## src/rtl/twos_comp_seq.sv

```systemverilog
// Multi-cycle two's-complement unit: pass, negate, abs and one's complement.
// It converts one CHUNK-bit slice per cycle and keeps the ripple carry in a register.
module twos_comp_seq #(
  parameter int unsigned WIDTH = 16,
  parameter int unsigned CHUNK = 4
) (
  input  logic             clk_i,
  input  logic             rst_i,
  input  logic             start_i,
  input  logic [1:0]       mode_i,
  input  logic [WIDTH-1:0] in_i,
  output logic             ready_o,
  output logic             done_o,
  output logic [WIDTH-1:0] out_o,
  output logic             ovf_o,
  output logic             zero_o
);

  localparam int unsigned N    = WIDTH / CHUNK;
  localparam int unsigned IdxW = (N > 1) ? $clog2(N) : 1;
  localparam logic [WIDTH-1:0] MostNeg = {1'b1, {(WIDTH-1){1'b0}}};
  localparam logic [IdxW-1:0]  LastIdx = IdxW'(N - 1);

  typedef enum logic [1:0] {StIdle, StRun, StDone} state_e;

  state_e           state_q;
  logic [WIDTH-1:0] op_q;
  logic [WIDTH-1:0] out_q;
  logic [IdxW-1:0]  idx_q;
  logic             inv_q;
  logic             cen_q;
  logic             carry_q;
  logic             ovf_q;
  logic             zero_q;
  logic             done_q;
  logic             ready_q;

  logic [CHUNK-1:0] slice;
  logic [CHUNK:0]   sum;
  logic [WIDTH-1:0] res_d;
  logic             inv_d;
  logic             cen_d;

  always_comb begin
    inv_d = (mode_i == 2'b01) | (mode_i == 2'b11) | ((mode_i == 2'b10) & in_i[WIDTH-1]);
    cen_d = (mode_i != 2'b11);
    slice = op_q[idx_q*CHUNK +: CHUNK];
    sum   = {1'b0, ~slice} + {{CHUNK{1'b0}}, carry_q};
    // The result register is updated in place, one slice at a time.
    res_d = out_q;
    res_d[idx_q*CHUNK +: CHUNK] = inv_q ? sum[CHUNK-1:0] : slice;
  end

  always_ff @(posedge clk_i) begin
    if (rst_i) begin
      state_q <= StIdle;
      op_q    <= '0;
      out_q   <= '0;
      idx_q   <= '0;
      inv_q   <= 1'b0;
      cen_q   <= 1'b0;
      carry_q <= 1'b0;
      ovf_q   <= 1'b0;
      zero_q  <= 1'b0;
      done_q  <= 1'b0;
      ready_q <= 1'b1;
    end else begin
      case (state_q)
        StIdle: begin
          done_q <= 1'b0;
          if (start_i) begin
            op_q    <= in_i;
            inv_q   <= inv_d;
            cen_q   <= cen_d;
            carry_q <= inv_d & cen_d;
            idx_q   <= '0;
            ovf_q   <= 1'b0;
            zero_q  <= 1'b0;
            ready_q <= 1'b0;
            state_q <= StRun;
          end
        end
        StRun: begin
          out_q   <= res_d;
          carry_q <= sum[CHUNK];
          idx_q   <= idx_q + 1'b1;
          if (idx_q == LastIdx) begin
            // The final carry-out is dropped, so negating zero gives zero.
            ovf_q   <= inv_q & cen_q & (op_q == MostNeg);
            zero_q  <= (res_d == '0);
            done_q  <= 1'b1;
            state_q <= StDone;
          end
        end
        StDone: begin
          done_q  <= 1'b0;
          ready_q <= 1'b1;
          state_q <= StIdle;
        end
        default: begin
          done_q  <= 1'b0;
          ready_q <= 1'b1;
          state_q <= StIdle;
        end
      endcase
    end
  end

  assign ready_o = ready_q;
  assign done_o  = done_q;
  assign out_o   = out_q;
  assign ovf_o   = ovf_q;
  assign zero_o  = zero_q;

endmodule
```

## config.mk

```make
export PLATFORM = sky130hd
export DESIGN_NAME = twos_comp_seq
export DESIGN_NICKNAME = d
export VERILOG_FILES = /design/src/rtl/twos_comp_seq.sv
export SDC_FILE = /design/constraint.sdc
export NUM_CORES = 1
export LEC_CHECK = 0
export BUFFER_PORTS_ARGS = -buffer_cell sky130_fd_sc_hd__buf_2
export CAP_MARGIN = 20
export CORE_ASPECT_RATIO = 1.75
export CORE_UTILIZATION = 49
export CTS_CLUSTER_DIAMETER = 200
export DETAILED_ROUTE_END_ITERATION = 8
export PLACE_DENSITY = 0.81
export SLEW_MARGIN = 20
export SYNTH_ARGS = -nofsm -noshare
export SYNTH_HDL_FRONTEND = slang
export SYNTH_SLANG_ARGS = --single-unit
```

## constraint.sdc

```tcl
create_clock -name clk_i -period 2.5 [get_ports clk_i]
set_input_delay 0 -clock clk_i [delete_from_list [all_inputs] [get_ports clk_i]]
set_output_delay 0 -clock clk_i [all_outputs]
set_load 0.05 [all_outputs]
```

==> flow_summary.toml <==
[flow_run]
max_cap_violations = 0

[layout]
antennaDiodeCount = 0
drive_above_1_share_pct = 23.57
mostFrequentLayoutCells = "sky130_fd_sc_hd__nand2_1, sky130_fd_sc_hd__dfxtp_1, sky130_fd_sc_hd__buf_2"
area_growth_syn_to_layout_pct = 27.53
layout.cells.most_common = "sky130_fd_sc_hd__nand2_1"
final_net_count = 341

[clock_tree]
clock_latency_ns = 0.30
cts_setup_buffers = 0
clock_tree.htree_level_count = 2
sinks_on_the_clock_net = 43
cts-root-buf = "sky130_fd_sc_hd__clkbuf_8"
clockBufferDepth = 2
tritoncts = "built"
tritoncts.num_buffers = 5
clock_transition_at_the_registers_of_the_reported_paths_ns = 0.08

[global_routing]
grt_pass1_wl_microns = 8970
grt_antenna_before_repair = 0
grt_pass1_vias = 2018
grt_max_degree = 45
grt_remaining_overflow = 0
grt_util_all_layers_pct = 26.76

[critical_path]
critical_path.max_fanout = 7
crit_path_end_kind = "register"
crit_path_start_kind = "register"
worstPathRequired_ns = 2.73
timing.critical_path.arrival_ns = 2.46
rrSetupSlack_ns = 0.26
timing_worst_setup_path_type = "register to register"

[floorplan]
io_pins = 41
core_area_sq_um = 4111
start_util_pct = 51.07
chipHeight_microns = 88.59
die_area_sq_um = 4561
die_w_microns = 51.48
placement_rows = 31

[yosys]
synth_compound_gate_area_share_pct = 19.13
xor_xnor_cell_area_share_of_the_yosys_netlist_pct = 1.967
netlist_instances = 248
ys_seq_elements = 43
synth-seq-area-share_pct = 41.00
dominant_combinational_cell_family_by_area_after_synthesis = "simple AND/OR/NAND/NOR gates"
synth.area.mux_share_pct = 5.542
synthesis.yosys.warnings = 0
synthSimpleGateAreaFrac_pct = 24.85
synth_cell_type_count = 47
synth_area_in_adders_pct = 4.172
mappedNetlistNets = 276
post_synth_instance_area_sq_um = 2100
avgSynthCellArea_sq_um = 8.466

[place]
globalplace.congestion = 1.010
port_buffers = 40
hpwl_microns = 4047

[timing]
drv_slew = 0
layout_worst_path_cycle_share_pct = 89.51
final_setup_vio_count = 0
period_minus_slack_ns = 2.238
report.final.hold_viol_count = 0
worst_slew_pin_slew_ns = 0.7538
timing.hold.ws_ns = 0.03501
timing.fmax_ghz = 0.4469
max_slew_margin_pct = 49.75
setup_skew_ns = 0.002701
grt_setup_unrepaired = "false"
tns_ns = 0

[power]
pwr_density_nw_per_um2 = 556.0
power.share.combinational_pct = 21.0
internal_power_mw = 1.047
power_leakage_nw = 1.103
vdd_drop_max_v = 0.0004346
pwr-share-clk_pct = 29.1
p_sw_share_pct = 29.68
p_sw_mw = 0.4418
power.share.sequential_pct = 49.9

[detailed_routing]
routed-via-count = 2064
vias_per_cell = 5.686
routed_wl_per_cell_microns = 14.98
drt_first_pass_iters = 5
drc_errors = 0
drt_wl_total_microns = 5438
postRouteAntennaNets = 0
detail_route.iter0.violations = 64

[min_path]
hold_class = "primary input to register"

[status]
status = "completed"
registers in the layout (all words and copies together) (netlist names):
register,flops
done_o,1
inv_q,1
ovf_o,1
state_q,2
op_q,16
carry_q,1
ready_o,1
cen_q,1
zero_o,1
idx_q,2
out_o,16
cell type report:
cell class / instances / area (sq um)
Timing Repair Buffer: 70 / 470.5
Inverter: 4 / 15.01
Clock inverter: 1 / 5.005
Tap cell: 49 / 61.31
Fill cell: 367 / 1434
Sequential cell: 43 / 864.6
Clock buffer: 7 / 76.32
Multi-Input combinational cell: 189 / 1185
power by group through the flow:
stage          Combinational (mW)  Sequential (mW)  Clock, mW
2_1_floorplan               0.189            0.762          0
3_3_place_gp                0.280            0.755          0
3_5_place_dp                0.287            0.756          0
4_1_cts                     0.310            0.740      0.437
5_1_grt                     0.345            0.746      0.469
6_report                    0.313            0.743      0.433
kinds of logic (layout without fill, tap and decap cells):
family,Yosys count,after routing
DFF,43,43
muxes,9,9
and+or+nand+nor,113,113
buffers and inverters,16,82
adders and majority gates,7,7
AOI/OAI and AO/OA,57,57
xor gates and xnor gates,3,3
metrics by stage:
| step | cell area, sq um | setup slack (ns) | power, mW | std cells | util, % |
|---|---|---|---|---|---|
| finish | 2678 | 0.2623 | 1.489 | 363 | 65.12 |
| global placement | 2396 | 0.2334 | 1.035 | 337 | 58.28 |
| detailed placement | 2396 | 0.05185 | 1.043 | 337 | 58.28 |
| global route | 2678 | 0.05040 | 1.560 | 363 | 65.12 |
| CTS | 2658 | 0.02400 | 1.487 | 363 | 64.64 |
| floorplan | 2100 | 0.1029 | 0.9508 | 248 | - |
synth_stat cells, drive strengths merged:
cell type | number | area, sq um
o311ai | 1 | 16.27
nand4b | 1 | 8.760
a22oi | 16 | 120.1
nand3 | 7 | 35.03
nand4bb | 1 | 16.27
nor2 | 32 | 120.1
mux2 | 2 | 26.27
or2 | 1 | 6.260
and2 | 1 | 6.260
nor4b | 1 | 8.760
nor3 | 6 | 30.03
a21oi | 23 | 115.1
o21ai | 3 | 15.01
a2111oi | 1 | 15.01
and4bb | 1 | 12.51
ha | 7 | 87.58
inv | 4 | 15.01
o22ai | 1 | 6.260
or4 | 2 | 15.01
buf | 3 | 21.27
a211o | 1 | 8.760
o31ai | 1 | 12.51
a31oi | 4 | 40.04
a311oi | 1 | 8.760
o31a | 1 | 10.01
clkbuf | 9 | 33.78
nand2 | 47 | 178.9
nor4 | 5 | 31.28
nor2b | 2 | 12.51
xnor2 | 2 | 25.03
a22o | 2 | 17.52
nand4 | 1 | 6.260
mux2i | 6 | 63.81
nand3b | 1 | 7.510
a211oi | 1 | 7.510
xor2 | 1 | 16.27
o2111ai | 1 | 8.760
mux4 | 1 | 26.28
nand2b | 3 | 18.77
or2b | 1 | 7.510
dfxtp | 43 | 860.8
worst max-delay path: stages (launching register included):
cell and delay [ns]:
sky130_fd_sc_hd__dfxtp_4 0.44, sky130_fd_sc_hd__mux2i_2 0.28, sky130_fd_sc_hd__nand2_1 0.09, sky130_fd_sc_hd__nand2_1 0.07
sky130_fd_sc_hd__ha_1 0.16, sky130_fd_sc_hd__ha_1 0.25, sky130_fd_sc_hd__nand2_1 0.07, sky130_fd_sc_hd__o21ai_0 0.13
sky130_fd_sc_hd__o311ai_2 0.32, sky130_fd_sc_hd__nand3_1 0.13, sky130_fd_sc_hd__o31ai_2 0.23
layer usage:
layer | wire length (microns) | global-route usage [%]
met5 | 0 | 0
met3 | 188 | 4.639
met4 | 380 | 22.85
met1 | 1986 | 25.67
met2 | 2883 | 47.70
path summary, 6_finish.rpt:
kind              cells past startpoint      from  endpoint
setup / recovery                     10  idx_q[0]    zero_o
hold / removal                        3   start_i   ready_o
setup reg to reg                     10  idx_q[0]    zero_o
hold reg to reg                       1   ready_o   ready_o
repair_timing:
item	in CTS	in global routing
resized for setup	0	5
hold endpoints to repair	17	0
hold buffers	18	0
endpoints found under the setup margin	0	1
(Power assumes the default switching activity.)
